==> src/rtl/result_chain_pkg.sv <==
// Shared definitions for the result drain chain: FSM encoding and the
// default beat geometry also used by the PE array.
package result_chain_pkg;
  localparam int DATA_WIDTH_DEF = 8;
  localparam int LANES_DEF      = 4;
  localparam int PACK_DEF       = 4;

  typedef enum logic [1:0] {IDLE, EMIT, FORWARD} drain_state_t;
endpackage

==> src/rtl/result_drain_stage_if.sv <==
// Upstream/downstream beat handshake of one drain stage.
// slave = stage side, master = neighbour/environment side.
interface result_drain_stage_if #(parameter int W = 128);
  logic         up_valid;
  logic [W-1:0] up_data;
  logic         up_last;
  logic         up_ready;
  logic         dn_valid;
  logic [W-1:0] dn_data;
  logic         dn_last;
  logic         dn_ready;

  modport slave (
    input  up_valid, up_data, up_last, dn_ready,
    output up_ready, dn_valid, dn_data, dn_last
  );
  modport master (
    output up_valid, up_data, up_last, dn_ready,
    input  up_ready, dn_valid, dn_data, dn_last
  );
endinterface

==> src/rtl/result_out_reg.sv <==
// Single-entry valid/ready register carrying a data word and a last flag.
// Accepts a new beat whenever it is empty or being drained this cycle.
module result_out_reg #(
  parameter int W = 128
)(
  input  logic         Clk,
  input  logic         rst,
  input  logic         in_valid,
  input  logic [W-1:0] in_data,
  input  logic         in_last,
  output logic         in_ready,
  output logic         out_valid,
  output logic [W-1:0] out_data,
  output logic         out_last,
  input  logic         out_ready
);
  assign in_ready = !out_valid || out_ready;

  always_ff @(posedge Clk or posedge rst) begin
    if (rst) begin
      out_valid <= 1'b0;
      out_data  <= '0;
      out_last  <= 1'b0;
    end else if (in_valid && in_ready) begin
      out_valid <= 1'b1;
      out_data  <= in_data;
      out_last  <= in_last;
    end else if (out_ready) begin
      out_valid <= 1'b0;
    end
  end
endmodule

==> src/rtl/result_drain_stage.sv <==
// One stage of the result drain chain: emits the captured local PE-row beat,
// then passes upstream beats through until the upstream last beat.
module result_drain_stage
  import result_chain_pkg::*;
#(
  parameter int DATA_WIDTH = DATA_WIDTH_DEF,
  parameter int LANES      = LANES_DEF,
  parameter int PACK       = PACK_DEF,
  parameter int CNT_W      = 8
)(
  input  logic                               Clk,
  input  logic                               rst,
  input  logic                               capture,
  input  logic                               cfg_head,
  input  logic [LANES*PACK*DATA_WIDTH-1:0]   local_data,
  result_drain_stage_if.slave                bus,
  output logic                               busy,
  output logic                               overflow,
  output logic                               drained,
  output logic [CNT_W-1:0]                   beat_cnt
);
  localparam int WORD_W = PACK * DATA_WIDTH;
  localparam int W      = LANES * WORD_W;

  drain_state_t                   state_q, state_d;
  logic [LANES-1:0][WORD_W-1:0]   local_q;
  logic                           head_q;
  logic                           dn_free;
  logic                           cap_acc, load_emit, load_fwd, up_rdy;
  logic                           ld_valid, ld_last;
  logic [W-1:0]                   ld_data;
  logic                           dn_hs;

  // State register
  always_ff @(posedge Clk or posedge rst) begin
    if (rst) state_q <= IDLE;
    else     state_q <= state_d;
  end

  // Next-state logic
  always_comb begin
    state_d = state_q;
    unique case (state_q)
      IDLE:    if (capture) state_d = EMIT;
      EMIT:    if (dn_free) state_d = head_q ? IDLE : FORWARD;
      FORWARD: if (load_fwd && bus.up_last) state_d = IDLE;
      default: state_d = IDLE;
    endcase
  end

  // Output/control decode; up_ready never looks at up_valid
  always_comb begin
    cap_acc   = 1'b0;
    load_emit = 1'b0;
    up_rdy    = 1'b0;
    unique case (state_q)
      IDLE:    cap_acc   = capture;
      EMIT:    load_emit = dn_free;
      FORWARD: up_rdy    = dn_free;
      default: ;
    endcase
  end

  assign load_fwd     = up_rdy && bus.up_valid;
  assign bus.up_ready = up_rdy;

  assign ld_valid = load_emit || load_fwd;
  assign ld_data  = load_emit ? W'(local_q) : bus.up_data;
  assign ld_last  = load_emit ? head_q      : bus.up_last;

  result_out_reg #(.W(W)) u_out (
    .Clk       (Clk),
    .rst       (rst),
    .in_valid  (ld_valid),
    .in_data   (ld_data),
    .in_last   (ld_last),
    .in_ready  (dn_free),
    .out_valid (bus.dn_valid),
    .out_data  (bus.dn_data),
    .out_last  (bus.dn_last),
    .out_ready (bus.dn_ready)
  );

  assign dn_hs = bus.dn_valid && bus.dn_ready;
  assign busy  = (state_q != IDLE) || bus.dn_valid;

  always_ff @(posedge Clk or posedge rst) begin
    if (rst) begin
      local_q  <= '0;
      head_q   <= 1'b0;
      overflow <= 1'b0;
      drained  <= 1'b0;
      beat_cnt <= '0;
    end else begin
      drained <= dn_hs && bus.dn_last;
      if (cap_acc) begin
        local_q <= local_data;
        head_q  <= cfg_head;
      end
      if (capture && state_q != IDLE) overflow <= 1'b1;
      // The count restarts on a new capture even if an older beat retires now
      if (cap_acc)                  beat_cnt <= '0;
      else if (dn_hs && !(&beat_cnt)) beat_cnt <= beat_cnt + 1'b1;
    end
  end
endmodule

==> src/flat_wrapper.sv <==
// flat-port wrapper written by rule: the top's interface ports become plain ports
module result_drain_stage_flat import result_chain_pkg::*;
#(
  parameter int DATA_WIDTH = DATA_WIDTH_DEF,
  parameter int LANES      = LANES_DEF,
  parameter int PACK       = PACK_DEF,
  parameter int CNT_W      = 8
)
  (Clk, rst, capture, cfg_head, local_data, busy, overflow, drained, beat_cnt, bus_up_valid, bus_up_data, bus_up_last, bus_dn_ready, bus_up_ready, bus_dn_valid, bus_dn_data, bus_dn_last);
  result_drain_stage_if #(.W((128))) bus_i ();
  input  logic Clk;
  input  logic rst;
  input  logic capture;
  input  logic cfg_head;
  input  logic [LANES*PACK*DATA_WIDTH-1:0] local_data;
  output logic busy;
  output logic overflow;
  output logic drained;
  output logic [CNT_W-1:0] beat_cnt;
  input wire logic [$bits(bus_i.up_valid)-1:0] bus_up_valid;
  input wire logic [$bits(bus_i.up_data)-1:0] bus_up_data;
  input wire logic [$bits(bus_i.up_last)-1:0] bus_up_last;
  input wire logic [$bits(bus_i.dn_ready)-1:0] bus_dn_ready;
  output wire logic [$bits(bus_i.up_ready)-1:0] bus_up_ready;
  output wire logic [$bits(bus_i.dn_valid)-1:0] bus_dn_valid;
  output wire logic [$bits(bus_i.dn_data)-1:0] bus_dn_data;
  output wire logic [$bits(bus_i.dn_last)-1:0] bus_dn_last;
  assign bus_i.up_valid = bus_up_valid;
  assign bus_i.up_data = bus_up_data;
  assign bus_i.up_last = bus_up_last;
  assign bus_i.dn_ready = bus_dn_ready;
  assign bus_up_ready = bus_i.up_ready;
  assign bus_dn_valid = bus_i.dn_valid;
  assign bus_dn_data = bus_i.dn_data;
  assign bus_dn_last = bus_i.dn_last;
  result_drain_stage #(.DATA_WIDTH(DATA_WIDTH), .LANES(LANES), .PACK(PACK), .CNT_W(CNT_W)) u_core (.Clk(Clk), .rst(rst), .capture(capture), .cfg_head(cfg_head), .local_data(local_data), .bus(bus_i), .busy(busy), .overflow(overflow), .drained(drained), .beat_cnt(beat_cnt));
endmodule
==> config.mk <==
export PLATFORM = sky130hd
export DESIGN_NAME = result_drain_stage_flat
export DESIGN_NICKNAME = d
export VERILOG_FILES = /design/src/rtl/result_chain_pkg.sv /design/src/rtl/result_drain_stage_if.sv /design/src/rtl/result_out_reg.sv /design/src/rtl/result_drain_stage.sv /design/src/flat_wrapper.sv
export SDC_FILE = /design/constraint.sdc
export NUM_CORES = 1
export LEC_CHECK = 0
export CELL_PAD_IN_SITES_DETAIL_PLACEMENT = 1
export CELL_PAD_IN_SITES_GLOBAL_PLACEMENT = 1
export CORE_ASPECT_RATIO = 0.5
export CORE_MARGIN = 2
export CORE_UTILIZATION = 36
export CTS_CLUSTER_SIZE = 16
export DETAILED_ROUTE_END_ITERATION = 7
export PLACE_DENSITY_LB_ADDON = 0.1
export SLEW_MARGIN = 20
export SYNTH_ARGS = -nofsm -noshare
export SYNTH_HDL_FRONTEND = slang
export SYNTH_SLANG_ARGS = --single-unit
==> constraint.sdc <==
create_clock -name Clk -period 13.5 [get_ports Clk]
set_input_delay 2.7 -clock Clk [delete_from_list [all_inputs] [get_ports Clk]]
set_output_delay 2.7 -clock Clk [all_outputs]
set_load 0.005 [all_outputs]
==> run_results.csv <==
group,metric,value,unit
logic_synthesis,ys_seq_area_frac,0.596,
die,dieHeight,130,um
pwr,peakVddDrop,0.000103,V
cts,clockRootBuffer,"clkbuf_16",
sta,rsz0062_at_grt,"no",
sta,fin_skew,0.0247,ns
detailed_routing,vias_per_cell,4.87,
critical_path,crit_chain,"clkdlybuf4s50_1, nor2b_1, nor2_1, clkdlybuf4s50_1",
detailed_routing,wl,37900,um
outcome,outcome,"finished clean",
place,place_hpwl,25600,um
critical_path,setup.worst_path.end_class,"output port",
detailed_routing,drt-wirelength-per-cell,19.0,um
global_route,grt_pass1_vias,10800,
cts,cts_tree,"yes",
global_route,grt_pass1_wl,58800,um
cts,clock-sinks,271,
cts,path_clk_slew,0.06,ns
die,initial_core_util,0.371,
flow_run,max_cap_viol_count,0,
logic_synthesis,yosys_most_used_dff,"dfrtp_1",
cts,ctsResizeCount,0,
place,gp_congestion,0.799,
sta,tns,0,ns
logic_synthesis,ys_async_sr_fraction,1.00,
detailed_routing,ant_nets,0,
cts,clock_path_buffers,3,
global_route,track_usage,0.225,
finish,area_delta_synth_final,46.9,%
sta,drv_slew,0,
pwr,power_leakage,8.09,nW
critical_path,cp-start-kind,"primary input",
pwr,power_density,225,mW/mm^2
critical_path,crit_family,"buffers and inverters",
cts,cts_buffers,26,
critical_path,slowest_delay,0.52,ns
logic_synthesis,syn_inst,1173,
cts,h-tree-depth,1,
sta,fin_crit_sh,0.499,
place,port_buffers,404,
critical_path,crit_fanout,6,
cts,cts_setup_buffers,0,
global_route,grt_max_degree,118,
logic_synthesis,synth_warnings,0,
finish,final_nets,1807,
sta,maxSlewHeadroom,0.255,
die,dieWidth,255,um
critical_path,cpMaxStageDelayCell,"clkdlybuf4s50_1",
detailed_routing,drc_errors,0,
die,num_rows,45,
cts,clock_latency,0.55,ns
critical_path,critPathKind,"in -> out",
detailed_routing,firstDrtPassIters,4,
sta,setup_ws,6.76,ns
logic_synthesis,ys_ff_latch,271,
critical_path,worstPathArrival,4.04,ns
die,die_area,0.0331,mm^2
finish,fillers,3412,
sta,hold_violations,0,
sta,post-route-min-period,6.74,ns
detailed_routing,drt_iter0_markers,453,
critical_path,crit_required,10.80,ns
critical_path,worstPathBufferInverterCount,2,
logic_synthesis,synth_cell_type_count,34,
sta,setup_viol,0,
finish,post_route_cells_drive_above_1_share,0.0397,
global_route,antenna_found_initial,9,
logic_synthesis,syn-num-nets,1437,
logic_synthesis,synth_edf_count,0,
die,fp.coreArea,0.0307,mm^2
sta,tightestPinTransition,1.12,ns
sta,max_freq,148,MHz
logic_synthesis,synth.avg_cell_area,9.70,um^2
place,dp_worst_setup_slack,6.74,ns
global_route,overflow,0,
die,ios,405,
place,placed_cells,1937,
critical_path,cpMostUsedCell,"clkdlybuf4s50_1",
detailed_routing,vias,9711,
finish,fin_cells,1996,
cts,postCtsHoldBufs,0,
min_path,hp-class,"reg -> reg",
logic_synthesis,synth_area,0.0114,mm^2
routing by layer:
metal | vias to the layer above | GRT usage | routed length, um
li1 | 4571 | - | -
met1 | 4829 | 0.261 | 15000
met2 | 215 | 0.404 | 19400
met3 | 92 | 0.0447 | 1650
met4 | 4 | 0.113 | 1780
met5 | - | 0 | 27
cell families after synthesis:
group / Yosys count / synth area share
AO/OA/AOI/OAI: 146 / 0.0662
AND/OR/NAND/NOR: 552 / 0.188
buffers and inverters: 73 / 0.0346
adder cells (fa/ha/maj): 1 / 0.00110
flip-flops: 271 / 0.596
XOR/XNOR: 1 / 0.000770
multiplexers: 129 / 0.113
final cells by class:
type	instances	area, um^2	share of cell area
well taps	423	529	0.0317
diodes	11	27.5	0.00165
clock buffers	33	738	0.0442
repair buffers	414	4150	0.248
flip-flops and latches	271	6780	0.406
clock inverters	14	250	0.0150
inverters	1	11.3	0.000674
multi-input cells	829	4230	0.253
tightest hold or removal path: stages, from the launching register on:
cell     delay, ns
dfrtp_1       0.34
nand2_1       0.05
nand2_1       0.05
path summary, 6_finish.rpt:
kind                                    startpoint                        end  slack, ns  cells past startpoint
worst max-delay path                  bus_dn_ready               bus_up_ready       6.76                      4
worst min-delay path            u_core.local_q[75]         u_core.local_q[75]       0.47                      2
worst max register to register   u_core.state_q[1]  u_core.u_out.out_data[22]      10.13                      6
worst min register to register  u_core.local_q[75]         u_core.local_q[75]       0.47                      2
max in group asynchronous                      rst  u_core.u_out.out_data[89]       9.46                      3
min in group asynchronous                      rst  u_core.u_out.out_data[68]       2.68                      2
cell usage after synthesis (all sizes together) (3+ instances only):
master / number / area (um^2)
a21oi: 132 / 664
a31oi: 4 / 25.0
and3: 3 / 18.8
buf: 39 / 267
clkbuf: 33 / 124
dfrtp: 271 / 6780
mux2i: 129 / 1290
nand2: 393 / 1480
nand2b: 5 / 31.3
nand3: 6 / 30.0
nor2: 135 / 507
o21ai: 5 / 25.0
report_power, final:
group / total (mW) / leakage, nW / switching [mW] / internal (mW)
Sequential: 1.42 / 3.19 / 0.219 / 1.20
Clock: 0.849 / 0.483 / 0.329 / 0.520
Combinational: 1.49 / 4.42 / 0.755 / 0.733
per-stage QoR:
step	power [mW]	instance area, um^2	utilization	hold WS [ns]
after CTS	3.81	16600	0.543	0.479
after floorplan	2.20	11400	-	0.445
after detailed placement	2.94	15700	0.510	0.461
final	3.76	16700	0.545	0.474
after global placement	2.86	15700	0.510	0.452
after global routing	4.03	16700	0.544	0.498
registers in the layout (all words and copies together) (netlist names):
signal,flops
u_core.local_q,128
u_core.u_out.out_data,128
u_core.beat_cnt,8
u_core.state_q,2
u_core.drained,1
u_core.head_q,1
u_core.overflow,1
u_core.u_out.out_last,1
u_core.u_out.out_valid,1
cell usage in the layout, fill, tap and decap left out, types with 7 or more instances in the layout:
master	count
buf_4	7
clkdlybuf4s50_1	404
nor2_1	135
clkbuf_16	27
bufinv_16	7
dfrtp_1	271
nand2_1	392
a21oi_1	131
mux2i_1	129
diode_2	11
(Power assumes the default switching activity.)
